--- src/rtl/gate_equiv_sequencer_pkg.sv ---
// Shared types and sizing for the gate-equivalence sequencer.
// Provides the FSM state enum, the vector count and the settle-counter width.
package gate_eq_pkg;
  typedef enum logic [1:0] {
    IDLE = 2'd0,
    RUN  = 2'd1,
    DONE = 2'd2
  } state_t;

  localparam int NUM_VECTORS = 4;
  localparam int SETTLE_W    = 4;
endpackage

--- src/rtl/gate_equiv_sequencer_settle_timer.sv ---
// Loadable down-counter that paces the settle interval between stimulus vectors.
// A load wins over a decrement. The count stops at zero.
module settle_timer
  import gate_eq_pkg::*;
(
  input  logic                clk,
  input  logic                rst_n,
  input  logic                load,
  input  logic [SETTLE_W-1:0] load_val,
  input  logic                dec,
  output logic                zero
);

  logic [SETTLE_W-1:0] cnt_q;

  always_ff @(posedge clk or negedge rst_n) begin
    if (!rst_n) begin
      cnt_q <= '0;
    end else if (load) begin
      cnt_q <= load_val;
    end else if (dec && (cnt_q != '0)) begin
      cnt_q <= cnt_q - 1'b1;
    end
  end

  assign zero = (cnt_q == '0);

endmodule

--- src/rtl/gate_equiv_sequencer.sv ---
// Sweeps a/b through all four input combinations and samples two gate outputs at each one.
// Publishes both truth tables and the equivalence flags once per completed sweep.
module gate_equiv_sequencer
  import gate_eq_pkg::*;
#(
  parameter int SETTLE = 2
) (
  input  logic       clk,
  input  logic       rst_n,
  input  logic       start,
  input  logic       abort,
  input  logic [3:0] exp_tt,
  input  logic       obs_x,
  input  logic       obs_y,
  output logic       a,
  output logic       b,
  output logic       busy,
  output logic       done,
  output logic [3:0] tt_x,
  output logic [3:0] tt_y,
  output logic       xy_equal,
  output logic       x_match_exp
);

  localparam logic [SETTLE_W-1:0] SETTLE_M1 = SETTLE_W'(SETTLE - 1);
  localparam logic [1:0]          LAST_IDX  = 2'(NUM_VECTORS - 1);

  state_t     state_q;
  logic [1:0] idx_q;
  logic [3:0] wx_q, wy_q, exp_q;
  logic [3:0] wx_n, wy_n;
  logic       tmr_load, tmr_zero, accept, sample;

  assign accept   = (state_q != RUN) && start;
  assign sample   = (state_q == RUN) && !abort && tmr_zero;
  assign tmr_load = accept || (sample && (idx_q != LAST_IDX));

  settle_timer u_timer (
    .clk      (clk),
    .rst_n    (rst_n),
    .load     (tmr_load),
    .load_val (SETTLE_M1),
    .dec      (state_q == RUN),
    .zero     (tmr_zero)
  );

  // Working tables including the sample taken this cycle, so the last vector publishes directly
  always_comb begin
    wx_n        = wx_q;
    wy_n        = wy_q;
    wx_n[idx_q] = obs_x;
    wy_n[idx_q] = obs_y;
  end

  always_ff @(posedge clk or negedge rst_n) begin
    if (!rst_n) begin
      state_q     <= IDLE;
      idx_q       <= 2'd0;
      a           <= 1'b0;
      b           <= 1'b0;
      wx_q        <= 4'd0;
      wy_q        <= 4'd0;
      exp_q       <= 4'd0;
      tt_x        <= 4'd0;
      tt_y        <= 4'd0;
      xy_equal    <= 1'b0;
      x_match_exp <= 1'b0;
    end else begin
      unique case (state_q)
        IDLE, DONE: begin
          if (start) begin
            state_q <= RUN;
            idx_q   <= 2'd0;
            {a, b}  <= 2'b00;
            exp_q   <= exp_tt;
            wx_q    <= 4'd0;
            wy_q    <= 4'd0;
          end else begin
            state_q <= IDLE;
          end
        end
        RUN: begin
          if (abort) begin
            state_q <= IDLE;
            {a, b}  <= 2'b00;
          end else if (tmr_zero) begin
            wx_q <= wx_n;
            wy_q <= wy_n;
            if (idx_q != LAST_IDX) begin
              idx_q  <= idx_q + 2'd1;
              {a, b} <= idx_q + 2'd1;
            end else begin
              tt_x        <= wx_n;
              tt_y        <= wy_n;
              xy_equal    <= (wx_n == wy_n);
              x_match_exp <= (wx_n == exp_q);
              {a, b}      <= 2'b00;
              state_q     <= DONE;
            end
          end
        end
        default: state_q <= IDLE;
      endcase
    end
  end

  assign busy = (state_q == RUN);
  assign done = (state_q == DONE);

endmodule
--- config.mk ---
export PLATFORM = sky130hd
export DESIGN_NAME = gate_equiv_sequencer
export DESIGN_NICKNAME = d
export VERILOG_FILES = /design/src/rtl/gate_equiv_sequencer_pkg.sv /design/src/rtl/gate_equiv_sequencer_settle_timer.sv /design/src/rtl/gate_equiv_sequencer.sv
export SDC_FILE = /design/constraint.sdc
export NUM_CORES = 1
export LEC_CHECK = 0
export CELL_PAD_IN_SITES_DETAIL_PLACEMENT = 1
export CELL_PAD_IN_SITES_GLOBAL_PLACEMENT = 2
export CORE_MARGIN = 2
export CORE_UTILIZATION = 35
export DETAILED_ROUTE_END_ITERATION = 10
export GPL_TIMING_DRIVEN = 0
export HOLD_SLACK_MARGIN = 0.08
export PLACE_DENSITY_LB_ADDON = 0.1
export SLEW_MARGIN = 20
export SYNTH_ARGS = -nofsm -noshare
export SYNTH_HDL_FRONTEND = slang
export SYNTH_SLANG_ARGS = --single-unit
--- constraint.sdc ---
create_clock -name clk -period 2.2 [get_ports clk]
set_clock_uncertainty 0.1 [all_clocks]
set_input_delay 0.66 -clock clk [delete_from_list [all_inputs] [get_ports clk]]
set_output_delay 0.66 -clock clk [all_outputs]
set_load 0.05 [all_outputs]
# Yosys cells after proc, flatten, opt, wreduce, memory -nomap -nowiden
# Index checks and enable logic that the tools add are counted.
dict set report totals {
  register_bits 32
  input_bits 10
  out_inout_bits 14
  word_cells 82
}
dict set report classes {
  n_addsub 2
  magnitude_cmp 2
  n_eq_ne 12
  n_mux 32
  n_bitwise 2
  reduce_logical 20
}
# op n
set op_table {}
lappend op_table {{$mux 4} 7}
lappend op_table {{$pmux 4 s2} 2}
lappend op_table {{$mux 2} 7}
lappend op_table {{$ne 2x2->1 const B} 5}
lappend op_table {{$mux 1} 9}
lappend op_table {{$bwmux 4} 2}
lappend op_table {{$eq 4x4->1} 2}
lappend op_table {{$pmux 2 s2} 2}
lappend op_table {{$reduce_and 4->1} 2}
lappend op_table {{$logic_and 1x1->1} 6}
lappend op_table {{$ne 3x3->1 const B} 2}
lappend op_table {{$reduce_and 5->1} 1}
lappend op_table {{$logic_not 4->1} 1}
lappend op_table {{$pmux 1 s2} 2}
lappend op_table {{$reduce_and 2->1} 2}
lappend op_table {{$reduce_bool 2->1} 2}
lappend op_table {{$reduce_bool 4->1} 1}
lappend op_table {{$sub 4x1->4 const B} 1}
lappend op_table {{$lt 2x3->1 const B} 1}
lappend op_table {{$reduce_and 3->1} 1}
lappend op_table {{$add 2x1->2 const B} 1}
lappend op_table {{$demux 1 s2} 1}
lappend op_table {{$eq 2x1->1 const B} 1}
lappend op_table {{$eq 2x2->1 const B} 1}
lappend op_table {{7 further kinds} 8}

# Logic depth before layout (Yosys ltp)
# Gate-level depths: netlist (run 1).
dict set report logic_depth {
  word_depth 8
  mapped_depth 8
  depth_no_buf 6
}

# Hierarchy
# A second synthesis (run 1) with hierarchy kept.
dict set report unflattened {
  cells_unflattened 157
  hier_area_um2 1687.9
}
# mod instances cells_each area_each_um2 seq_area_each_um2
set modules_own_cells {}
lappend modules_own_cells {gate_equiv_sequencer 1 130 1417.6 675.6}
lappend modules_own_cells {settle_timer 1 27 270.3 100.1}

# Least setup slack after synthesis (run 1)
# Ideal clock, no wire load.
dict set report synth_path {
  path_type {in2reg}
  from {in abort}
  to {reg idx_q[0]}
  setup_ns 0.128
  arrival_time_ns 1.697
  t_required_ns 1.972
  path_slack_ns 0.275
  path_stages 4
  n_path_buf 0
  path_cell_list {or3b_2 -> a22oi_4 -> nand2_2 -> mux2_1}
}
dict set report synth_via {
  elab_chain_cells 2
}
# element line_no
set synth_lines {}
lappend synth_lines {{from (decl)} gate_equiv_sequencer.sv:11} ;# input logic abort,
lappend synth_lines {{$ne 2x2->1 (no source line)} n/a}
lappend synth_lines {{$reduce_and 5->1 (no source line)} n/a}
lappend synth_lines {{to (signal assigned)} gate_equiv_sequencer.sv:90} ;# idx_q <= idx_q + 2'd1;
lappend synth_lines {{to (decl)} gate_equiv_sequencer.sv:29} ;# logic [1:0] idx_q;
# Every way passes these cells.
# A chain may end at the register's enable or synchronous reset.

# Final worst setup path (run 1)
# Ends and elaborated chain as after synthesis.

==> results of run 1 <==
## final timing paths
check | start | end | slack (ns) | cells past startpoint
max in group asynchronous | rst_n | b | 1.43 | 2
min reg2reg | x_match_exp | x_match_exp | 0.41 | 1
max | abort | idx_q[0] | 0.05 | 5
min in group clk | x_match_exp | x_match_exp | 0.41 | 1
min | rst_n | wx_q[1] | 0.16 | 1
max reg2reg | u_timer.cnt_q[0] | idx_q[0] | 0.14 | 7
## worst register-to-register path, delay by kind of cell, from the launching register on
| family | cells | cell delay, ns |
|---|---|---|
| AO/OA/AOI/OAI | 1 | 0.23 |
| adder cells (fa/ha/maj) | 1 | 0.18 |
| buffers and inverters | 2 | 0.25 |
| flip-flops | 1 | 0.41 |
| multiplexers | 1 | 0.32 |
| AND/OR/NAND/NOR | 2 | 0.47 |
## kinds of logic (layout without fill, tap and decap cells)
group | after synthesis | count (layout) | share of synthesized area [%]
XOR/XNOR | 11 | 11 | 5.82
AO/OA/AOI/OAI | 30 | 30 | 12.7
buffers and inverters | 14 | 41 | 4.16
AND/OR/NAND/NOR | 42 | 42 | 12.8
multiplexers | 17 | 17 | 10.8
adder cells (fa/ha/maj) | 7 | 7 | 5.29
flip-flops | 32 | 32 | 48.4
## cells in the final DEF (no fill, tap or decap), drive strengths merged
master,count
clkinv,1
nor3b,2
nand3,4
o41ai,1
dlygate4sd2,9
a22o,8
nor2,13
o21ai,7
clkbuf,8
dfrtp,32
inv,5
nor2b,1
xor2,2
nor4,2
and3,3
ha,7
mux2,7
dlymetal6s2s,4
or3,2
buf,6
mux2i,10
nand2b,2
a21oi,11
nand2,7
nor3,4
a22oi,1
or3b,2
clkdlybuf4s50,8
o22ai,2
xnor2,9
## state kept, by name (all words and copies together), names as in the netlist
| signal | count |
|---|---|
| exp_q | 4 |
| tt_x | 4 |
| tt_y | 4 |
| u_timer.cnt_q | 4 |
| wx_q | 4 |
| wy_q | 4 |
| idx_q | 2 |
| state_q | 2 |
| a | 1 |
| b | 1 |
| x_match_exp | 1 |
| xy_equal | 1 |
## where the power goes
part           switching [mW]  total (mW)  internal (mW)
Clock                   0.208       0.423          0.215
Sequential              0.141       0.886          0.745
Combinational           0.703        1.15          0.447
Total                    1.05        2.46           1.41
## metal layers
| layer | track usage [%] | part of all wire (%) | vias up |
|---|---|---|---|
| li1 | - | - | 584 |
| met1 | 22.5 | 48 | 587 |
| met2 | 26.3 | 48 | 21 |
| met3 | 4.28 | 3.1 | 4 |
| met4 | 3.70 | 0.82 | 0 |
| met5 | 0 | 0 | - |
## layout make-up
class | count | area [µm²]
clock buffers | 6 | 72.6
well taps | 54 | 67.6
fillers | 528 | 2570
multi-input cells | 107 | 815
plain buffers | 5 | 35.0
repair buffers | 24 | 249
inverters | 5 | 18.8
flip-flops and latches | 32 | 801
clock inverters | 1 | 5.00
## what timing repair did
action / in CTS / in global routing
setup endpoints to repair: 21 / 16
cloned: 0 / 0
hold buffers: 0 / 0
pin swaps: 0 / 1
resized for setup: 16 / 12
==> impl_metrics.ini, run 1 <==
[run_status]
status = complete, no violations

[yosys]
synth_edf_count = 0
seq_area_frac_synth_pct = 48.4
synth_cells = 153
synth.distinct_cells = 32
synth_ff_type = dfrtp_1
synth.net_count = 170
synth.top_cells.by_count = 32 x dfrtp_1, 13 x nor2_1, 11 x a21oi_1
yosys.area.top_type = dfrtp_1
yosysMostFrequentCell = dfrtp_1
yosysTopAreaCellShare_pct = 48.4
synth_seq_cells = 32
synth_warnings = 0
synthArstFlopShare_pct = 100
synth_area_um2 = 1660
avgSynthCellArea_um2 = 10.8
synth.area.top_cells = dfrtp_1 48%, mux2i_1 6.0%, ha_1 5.3%, xnor2_1 4.8%, a22o_1 4.2%

[routing]
vias_per_cell = 5.11
route.detailed.drc = 0
via_count = 1196
drt_iter0_markers = 20
firstDrtPassIters = 4
wl_per_cell_um = 17.1
wl_um = 4010
drtAntennaViolNets = 0

[critical_path]
crit_type = in2reg
slowest_stage = clkdlybuf4s50_1
cp-start-kind = primary input
max_stage_delay_ns = 0.48
worst-path-max-fanout = 5
cp.arrival_ns = 2.22
critical-path-top-delay-family = simple AND/OR/NAND/NOR gates
crit_buf_inv = 1
end_kind = flop
crit_chain = clkdlybuf4s50_1, or3b_4, a22oi_4, nand2_2, mux2_1
cp.required_ns = 2.26

[timing]
hold_ws_ns = 0.159
finalSetupViolCount = 0
relSlewSlack_pct = 66.1
max_freq_mhz = 464
hold_viol_final = 0
fin_crit_sh_pct = 97.9
slew_violations = 0
finalCriticalPeriod_ns = 2.15
worstMarginPinSlew_ns = 0.503
fin_ws_ns = 0.0461
finalSetupTns_ns = 0

[pwr]
total_power_mw = 2.46
power.leakage_nw = 1.02
power_density_nw_per_um2 = 1190
ir_drop_mv = 0.507

[clocking]
cts_tree = built
cts-buffers-inserted = 5
cts_setup_buffers = 0
htree_levels = 2
cts_root_buf = clkbuf_8
cts_sinks = 32
clockBufferDepth = 2
clk_pin_slew_ns = 0.07
worstSkewPairLatency_ns = 0.28

[finish]
fin_area_um2 = 2060
fin_util_pct = 44.6
nNetsFinal = 197
layoutNonFillerInstCount = 234
drive_gt1_share_pct = 16.7
diodes = 0
area_growth_pct = 24.6

[grt]
grt_pass1_wl_um = 6600
grt_start_max_net_pins = 23
overflow = 0
antenna_found_initial = 0
first_global_vias = 1316
grt_use_total_pct = 16.5

[floorplanning]
die_area_um2 = 5300
top_level_ports = 24
fp-row-count = 25
core_area_um2 = 4630
die_h_um = 72.8
initial_core_util_pct = 35.8
dieWidth_um = 72.8

[placement]
dp_hpwl_um = 2960
numPortBuffers = 23
dp_slack_ns = -0.331
dp_cells = 231
gp_congestion = 0.758
placed_area_um2 = 1980

[job]
cap_violations = 0

[hold_path]
min_path_type = in2async
(Power assumes the default switching activity.)
==> inputs of run 2 (changes only) <==
Settings changed: CORE_UTILIZATION 35 to 37, CTS_CLUSTER_DIAMETER set to 30, HOLD_SLACK_MARGIN 0.08 to not set.
Clock period 2.2 ns to 2.6 ns, I/O delays scaled along.
==> impl_metrics.ini, run 2 (synthesis gave the netlist of run 1 again) <==
[run_status]
status = complete, no violations

[routing]
via_count = 1249
vias_per_cell = 5.29
route.detailed.drc = 0
wl_um = 4090
drt_iter0_markers = 39
firstDrtPassIters = 2
drtAntennaViolNets = 0
wl_per_cell_um = 17.3

[grt]
grt_use_total_pct = 18.3
overflow = 0
grt_pass1_wl_um = 7020
antenna_found_initial = 0
first_global_vias = 1412
grt_start_max_net_pins = 33

[floorplanning]
dieWidth_um = 70.9
top_level_ports = 24
fp-row-count = 24
die_area_um2 = 5020
core_area_um2 = 4320
die_h_um = 70.9
initial_core_util_pct = 38.3

[pwr]
total_power_mw = 2.19
power_density_nw_per_um2 = 1070
power.leakage_nw = 0.915
ir_drop_mv = 0.530

[clocking]
cts_tree = built
cts_root_buf = clkbuf_8
clockBufferDepth = 2
worstSkewPairLatency_ns = 0.29
cts-buffers-inserted = 5
cts_sinks = 32
clk_pin_slew_ns = 0.07
htree_levels = 2
ctsHoldBuffers = 0

[timing]
hold_viol_final = 0
max_freq_mhz = 400
slew_violations = 0
relSlewSlack_pct = 51.0
finalSetupTns_ns = 0
worstMarginPinSlew_ns = 0.735
rsz0062_at_grt = false
finalCriticalPeriod_ns = 2.50
fin_ws_ns = 0.0973
finalSetupViolCount = 0
hold_ws_ns = 0.423
fin_crit_sh_pct = 96.3

[finish]
final_cell_mix = 32 x dfrtp_1, 21 x clkdlybuf4s50_1, 13 x nor2_1, 11 x a21oi_1, 10 x mux2i_1
drive_gt1_share_pct = 12.5
diodes = 0
area_growth_pct = 23.7
nNetsFinal = 200
fin_area_um2 = 2050
layout_commonest_cell = dfrtp_1

[placement]
placed_area_um2 = 1950
numPortBuffers = 23
gp_congestion = 0.800
dp_slack_ns = -0.0871
dp_hpwl_um = 2920

[critical_path]
crit_type = reg2out
end_kind = output pin
worst-path-max-fanout = 5
cp.required_ns = 1.72
cp.arrival_ns = 1.62
cp-start-kind = flop

[job]
cap_violations = 0

[hold_path]
min_path_type = reg2reg
run 2: changes by cell type in the layout (fill, tap and decap cells not counted), moves of 2 or more:
cell	delta
clkbuf_1	+4
mux2i_2	-2
nor3b_1	+2
inv_1	+2
inv_2	-2
dlymetal6s2s_1	-4
mux2i_1	+2
dlygate4sd2_1	-9
clkdlybuf4s50_1	+13
run 2: final timing paths:
check                      cells after the start              from  slack [ns]       end
max                                            2        state_q[0]         0.1      done
min                                            1          xy_equal        0.42  xy_equal
max reg2reg                                    6  u_timer.cnt_q[0]        0.33  xy_equal
min reg2reg                                    1          xy_equal        0.42  xy_equal
max in group asynchronous                      1             rst_n        1.48   wy_q[1]
min in group asynchronous                      1             rst_n        0.44   wx_q[0]
run 2: critical path: stages, from the launching register on:
cell and delay [ns]:
dfrtp_1 0.41, nor2b_1 0.12, clkdlybuf4s50_1 0.80
run 2: power by group:
part	leakage [nW]	total [mW]	switching, mW	internal, mW
sequential	0.424	0.741	0.111	0.631
combinational	0.437	0.970	0.590	0.380
clock	0.0552	0.476	0.192	0.284
run 2: final cells by class:
cell class              instances  area (µm²)
repair buffers                 23         220
plain buffers                   9        50.0
well taps                      52        65.1
inverters                       5        18.8
flip-flops and latches         32         801
clock buffers                   6        72.6
multi-input cells             107         786
clock inverters                 2        35.0
fillers                       495        2280
run 2: what timing repair did:
| action | CTS | global route |
|---|---|---|
| resized for setup | 2 | 1 |
| endpoints found under the setup margin | 1 | 1 |
| cloned | 0 | 0 |
| setup buffers | 0 | 0 |
run 2: per-stage QoR:
step | util [%] | cells
after floorplan | - | 153
after global placement | 45.1 | 228
after detailed placement | 45.0 | 228
after CTS | 47.5 | 236
after global routing | 47.4 | 236
final | 47.4 | 236
run 2: layer usage:
layer,vias to the layer above,wire (µm),GRT usage (%)
li1,593,-,-
met1,627,1850,22.2
met2,22,2050,31.2
met3,7,127,4.84
met4,0,60,7.13
met5,-,0,0
==> edit 1 (flow settings as in run 1) <==
Register the inputs `start`, `abort`, `exp_tt`, `obs_x` and `obs_y` before use, cleared by the reset. The logic sees them one clock later.
--- a/src/rtl/gate_equiv_sequencer.sv
+++ b/src/rtl/gate_equiv_sequencer.sv
@@ -27,2 +27,24 @@
 
+  logic start_q;
+  logic abort_q;
+  logic [3:0] exp_tt_q;
+  logic obs_x_q;
+  logic obs_y_q;
+
+  always_ff @(posedge clk or negedge rst_n) begin
+    if (!rst_n) begin
+      start_q  <= '0;
+      abort_q  <= '0;
+      exp_tt_q <= '0;
+      obs_x_q  <= '0;
+      obs_y_q  <= '0;
+    end else begin
+      start_q  <= start;
+      abort_q  <= abort;
+      exp_tt_q <= exp_tt;
+      obs_x_q  <= obs_x;
+      obs_y_q  <= obs_y;
+    end
+  end
+
   state_t     state_q;
@@ -33,4 +55,4 @@
 
-  assign accept   = (state_q != RUN) && start;
-  assign sample   = (state_q == RUN) && !abort && tmr_zero;
+  assign accept   = (state_q != RUN) && start_q;
+  assign sample   = (state_q == RUN) && !abort_q && tmr_zero;
   assign tmr_load = accept || (sample && (idx_q != LAST_IDX));
@@ -50,4 +72,4 @@
     wy_n        = wy_q;
-    wx_n[idx_q] = obs_x;
-    wy_n[idx_q] = obs_y;
+    wx_n[idx_q] = obs_x_q;
+    wy_n[idx_q] = obs_y_q;
   end
@@ -70,3 +92,3 @@
         IDLE, DONE: begin
-          if (start) begin
+          if (start_q) begin
             state_q <= RUN;
@@ -74,3 +96,3 @@
             {a, b}  <= 2'b00;
-            exp_q   <= exp_tt;
+            exp_q   <= exp_tt_q;
             wx_q    <= 4'd0;
@@ -82,3 +104,3 @@
         RUN: begin
-          if (abort) begin
+          if (abort_q) begin
             state_q <= IDLE;
Formal check against the unedited RTL: not equivalent (Yosys sat finds a counterexample within 4 cycles, from zero or initial values and one cycle with rst_n low).
==> edit 1 against run 1 <==
Worst setup slack improved by 86 ps; synthesized area increased by 15%; power decreased by 10%; sequential cell count increased by 8; non-clock buffer count increased by 1; routed wire length increased by 8.3%; worst hold slack improved by 68 ps; final area increased by 11%; critical path type is now reg -> out; largest power group is now sequential cells.
==> edit 1: results (changes against run 1) <==
* Result of the run: completed
- Number of cells on the worst reg-to-reg path: 6 (-1)
- The worst-case setup slack after placement came to -94.30 ps (+237.0 ps).
- The met3 routing resource usage after global routing came to 0.04186 (-0.0009572).
* Worst hold path type: in -> async
* Mapped Cells: 170 (+11%)
* Met2 demand-to-capacity share in global routing: 0.2672 (+0.004615)
* Layout cell share with drive strength beyond 1: 0.1443 (-0.02239)
* First-pass detailed-route iteration total: 4 (unchanged)
* Synth Net Count: 186 (+9.4%)
- Vias in the first global route: 1496 (+14%)
* Placed Cells incl. Taps: 264 (+14%)
- Overall fraction of global-route tracks in use: 0.1595 (-0.005083)
- Met1 track demand over resource: 0.2037 (-0.02139)
- Data arrival, critical path: 1310 ps (-910 ps)
- Count of distinct cell types in the synthesized netlist: 41 (+28%)
* First-pass GRT wire length: 7417 microns (+12%)
- Slowest cell on crit path: sky130_fd_sc_hd__dfrtp_1
- Sorting the synthesized cells by how often they occur yields sky130_fd_sc_hd__dfrtp_1 (40), sky130_fd_sc_hd__nand2_1 (29), sky130_fd_sc_hd__o21ai_0 (12).
* Largest net degree at the start of global routing: 23 (unchanged)
* Starting DRT DRC Count: 47 (+140%)
* Global placement routability congestion: 0.7691 (+1.5%)
- After synthesis, the cell types taking the most area are sky130_fd_sc_hd__dfrtp_1 (53%), sky130_fd_sc_hd__nand2_1 (5.7%), sky130_fd_sc_hd__mux2i_1 (4.7%).
* Fill cell count: 574 (+8.7%)
- Via density: 5.011 (-2.0%)
- Portion of the post-synthesis area used by sequential elements: 0.5277 (+0.04396)
- The number of I/O port buffers was 23 (unchanged).
* WL met1: 1936 microns (+1.5%)
* Leakage power: 1.069 nW (+5.2%)
* Peak supply drop: 355.9 uV (-30%)
* Count of antenna diodes in the layout: 0 (unchanged)
* Wire length on met2: 2211 microns (+14%)
* Number of H-tree levels: 2 (unchanged)
- The via count of the routed design came to 1358 (+14%).
- DR WL met3: 150 microns (+21%)
* Max-slew headroom: 0.6597 (-0.001145)
- Slowest cell delay on critical path: 440 ps (-40 ps)
* Top Metal Used: met4
- Critical path fanouts, max: 7 (+2)
* Placed standard-cell area: 2237 sq um (+13%)
- Final nets: 217 (+10%)
- The mean routed wirelength per cell came to 16.01 microns (-6.5%).
* Half-perimeter wire length of the detailed placement result: 3317 microns (+12%)
- Total clock buffers created by CTS: 5 (unchanged)
## edit 1: where the power goes
part           internal [mW]  total, mW  switching [mW]
Sequential             0.839      0.951           0.111
Combinational          0.337      0.801           0.464
Clock                  0.216      0.455           0.240
## edit 1: final cells by class
| class | instances | area [sq um] | share of cell area |
|---|---|---|---|
| Buffer | 6 | 37.54 | 0.01639 |
| Clock buffer | 6 | 72.57 | 0.03169 |
| Clock inverter | 1 | 5.005 | 0.002186 |
| Inverter | 5 | 18.77 | 0.008197 |
| Multi-Input combinational cell | 119 | 839.6 | 0.3667 |
| Sequential cell | 40 | 1001 | 0.4372 |
| Tap cell | 70 | 87.58 | 0.03825 |
| Timing Repair Buffer | 24 | 227.7 | 0.09945 |
## edit 1: what timing repair did
item                       CTS  global route
buffers inserted             0             0
setup endpoints to repair   14             2
resized for setup           18             2
hold buffers                 0             0
hold endpoints to repair     0             0
pin swaps                    0             0
## edit 1: kinds of logic (layout without fill, tap and decap cells)
kind of cell | Yosys count | in the layout | synth area share
and+or+nand+nor | 56 | 56 | 0.1662
DFF | 40 | 40 | 0.5277
AOI/OAI and AO/OA | 38 | 38 | 0.1431
buffers and inverters | 11 | 42 | 0.02968
xor gates and xnor gates | 10 | 10 | 0.04617
muxes | 9 | 9 | 0.04750
adders and majority gates | 6 | 6 | 0.03958
## edit 1: worst max-delay path, delay by kind of cell (launching register included)
kind,cells,cell delay [ps]
buffers and inverters,2,380
AND/OR/NAND/NOR,1,210
flip-flops,1,440
## edit 1: worst paths after layout
kind	start	to	slack, ps
hold reg to reg	exp_tt_q[2]	exp_q[2]	350
min in group clk	exp_tt_q[2]	exp_q[2]	350
setup reg to reg	idx_q[0]	x_match_exp	220
max in group asynchronous	rst_n	x_match_exp	1300
setup / recovery	state_q[1]	busy	130
hold / removal	rst_n	idx_q[1]	230
==> edit 2 (config.mk and constraints of run 1) <==
Without the edit above. Change the package constant `SETTLE_W` from 4 to 3.
--- a/src/rtl/gate_equiv_sequencer_pkg.sv
+++ b/src/rtl/gate_equiv_sequencer_pkg.sv
@@ -10,3 +10,3 @@
   localparam int NUM_VECTORS = 4;
-  localparam int SETTLE_W    = 4;
+  localparam int SETTLE_W    = 3;
 endpackage
Function: same outputs for any inputs over 10 cycles, from zero or initial values and one cycle with rst_n low; that may be too few to reach the edited logic, so the function may still have changed.
==> edit 2 against run 1 <==
Worst setup slack better by 33 ps; worst hold slack better by 180 ps; routed wire length is 1.1% lower; synthesized area is 1.1% higher; utilization is 0.97 points lower; sequential power is 12% lower; combinational power is 21% lower; via count is 5.0% higher; final area is 1.5% lower; clock power is 18% higher; power is 11% lower; global-route usage is 0.37 points lower; sequential cell count is 1 lower; count of clock-buffer cells in the layout is 2 higher.
==> edit 2: results (changes against run 1) <==
- Peak supply drop: 447.0 uV (-12%)
- The synthesized area divided by synthesized cell count was 11.16 sq um (+3.2%).
- Placed Cells incl. Taps: 225 (-2.6%)
* Clock Pin Slew Worst Setup and Hold Paths: 70 ps (about the same)
- Via density: 5.391 (+5.5%)
* WL met1: 1917 microns (+0.52%)
- The initial antenna violation count came to 0 (unchanged).
* Clock Path Buffers: 2 (unchanged)
- The routability congestion estimate is 0.7614 (+0.51%).
- Most common cell in the synthesized netlist: sky130_fd_sc_hd__dfrtp_1
- Largest net degree at the start of global routing: 32 (+39%)
* Clock latency at the later pin of the worst-skew pair: 280 ps (about the same)
- The number of diodes came to 0 (unchanged).
* Slew at the pin closest to its max-slew limit: 735.2 ps (+231.9 ps)
- Warnings from Yosys: 0 (unchanged)
- Number of H-tree levels: 2 (unchanged)
- Critical path fanouts, max: 4 (-1)
- Starting DRT DRC Count: 28 (+40%)
- Total clock buffers created by CTS: 5 (unchanged)
- Slowest cell on crit path: sky130_fd_sc_hd__dlygate4sd2_1
* Half-perimeter wire length of the detailed placement result: 2911 microns (-1.5%)
- Leakage power: 0.9390 nW (-7.5%)
- Worst hold path type: in -> async
- The post-synth net total is 169 (-0.59%).
* Clock tree root buffer cell: sky130_fd_sc_hd__clkbuf_8
- The number of search-and-repair iterations in the first detailed-routing pass came to 4 (unchanged).
- The sum of met2 wire segment lengths after detailed routing was 1867 microns (-3.8%).
- The count of different cell masters after synthesis was 34 (+6.3%).
- DR WL met3: 141 microns (+14%)
* Synth area leaders: sky130_fd_sc_hd__dfrtp_1 (46%), sky130_fd_sc_hd__ha_1 (6.7%), sky130_fd_sc_hd__a32o_1 (5.4%)
* Final nets: 197 (unchanged)
* First-pass GRT wire length: 6486 microns (-1.8%)
* Top Metal Used: met4
- The sequential area share after synthesis is 0.4634 (-0.02037).
- Number of input and output port buffers inserted: 21 (-8.7%)
- Data arrival, critical path: 1360 ps (-860 ps)
- Slowest cell delay on critical path: 530 ps (+50 ps)
- Final routed wirelength across all metal layers: 3961 microns (-1.1%)
- Share of async-settable or async-resettable flops after synthesis: 1.000 (unchanged)
* Result of the run: completed
* Overall fraction of global-route tracks in use: 0.1608 (-0.003743)
- Layout cell share with drive strength beyond 1: 0.1508 (-0.01583)
- The via count of the routed design is 1256 (+5.0%).
edit 2: metal layers:
metal,GRT usage,vias up
li1,-,603
met1,0.2095,627
met2,0.2633,22
met5,0,-
met4,0.04321,0
met3,0.04282,4
edit 2: report_power, final:
group          switching, mW  internal, mW
clock                  0.215         0.285
sequential            0.0998         0.681
combinational          0.554         0.358
edit 2: path summary, 6_finish.rpt:
check	to	slack, ps	cells past startpoint	from
min in group clk	wy_q[1]	390	1	wy_q[1]
setup / recovery	done	80	2	state_q[0]
hold reg to reg	wy_q[1]	390	1	wy_q[1]
max in group asynchronous	tt_y[1]	1190	1	rst_n
hold / removal	exp_q[1]	330	1	rst_n
setup reg to reg	x_match_exp	170	7	idx_q[0]
edit 2: final cells by class:
cell class                      count  area [sq um]
Buffer                             10         60.06
Clock buffer                        8         100.1
Fill cell                         519          2629
Inverter                            6         22.52
Multi-Input combinational cell    103         819.5
Sequential cell                    31         775.7
Tap cell                           54         67.56
Timing Repair Buffer               21         186.4
edit 2: worst max-delay path, delay by kind of cell (launching register included):
kind                   cells  cell delay, ps
buffers and inverters      1             530
DFF                        1             430
and+or+nand+nor            1             120
edit 2: logic make-up after synthesis:
kind of cell,after synthesis,synth area share
DFF,31,0.4634
AOI/OAI and AO/OA,42,0.1726
muxes,17,0.1106
and+or+nand+nor,26,0.08969
adders and majority gates,9,0.06727
xor gates and xnor gates,9,0.04709
buffers and inverters,16,0.04933
edit 2: timing repair:
item	CTS	global route
cloned	0	0
setup buffers	0	0
endpoints found under the setup margin	14	2
resized for setup	18	3
edit 2: per-stage QoR:
step / cell area, sq um / TNS (ps) / setup WS (ps)
2_1_floorplan: 1674 / 0 / 322.9
3_3_place_gp: 1952 / -8423 / -233.2
3_5_place_dp: 1947 / -2112 / -217.6
4_1_cts: 2026 / 0 / 7.918
5_1_grt: 2032 / 0 / 21.91
6_report: 2032 / 0 / 79.41
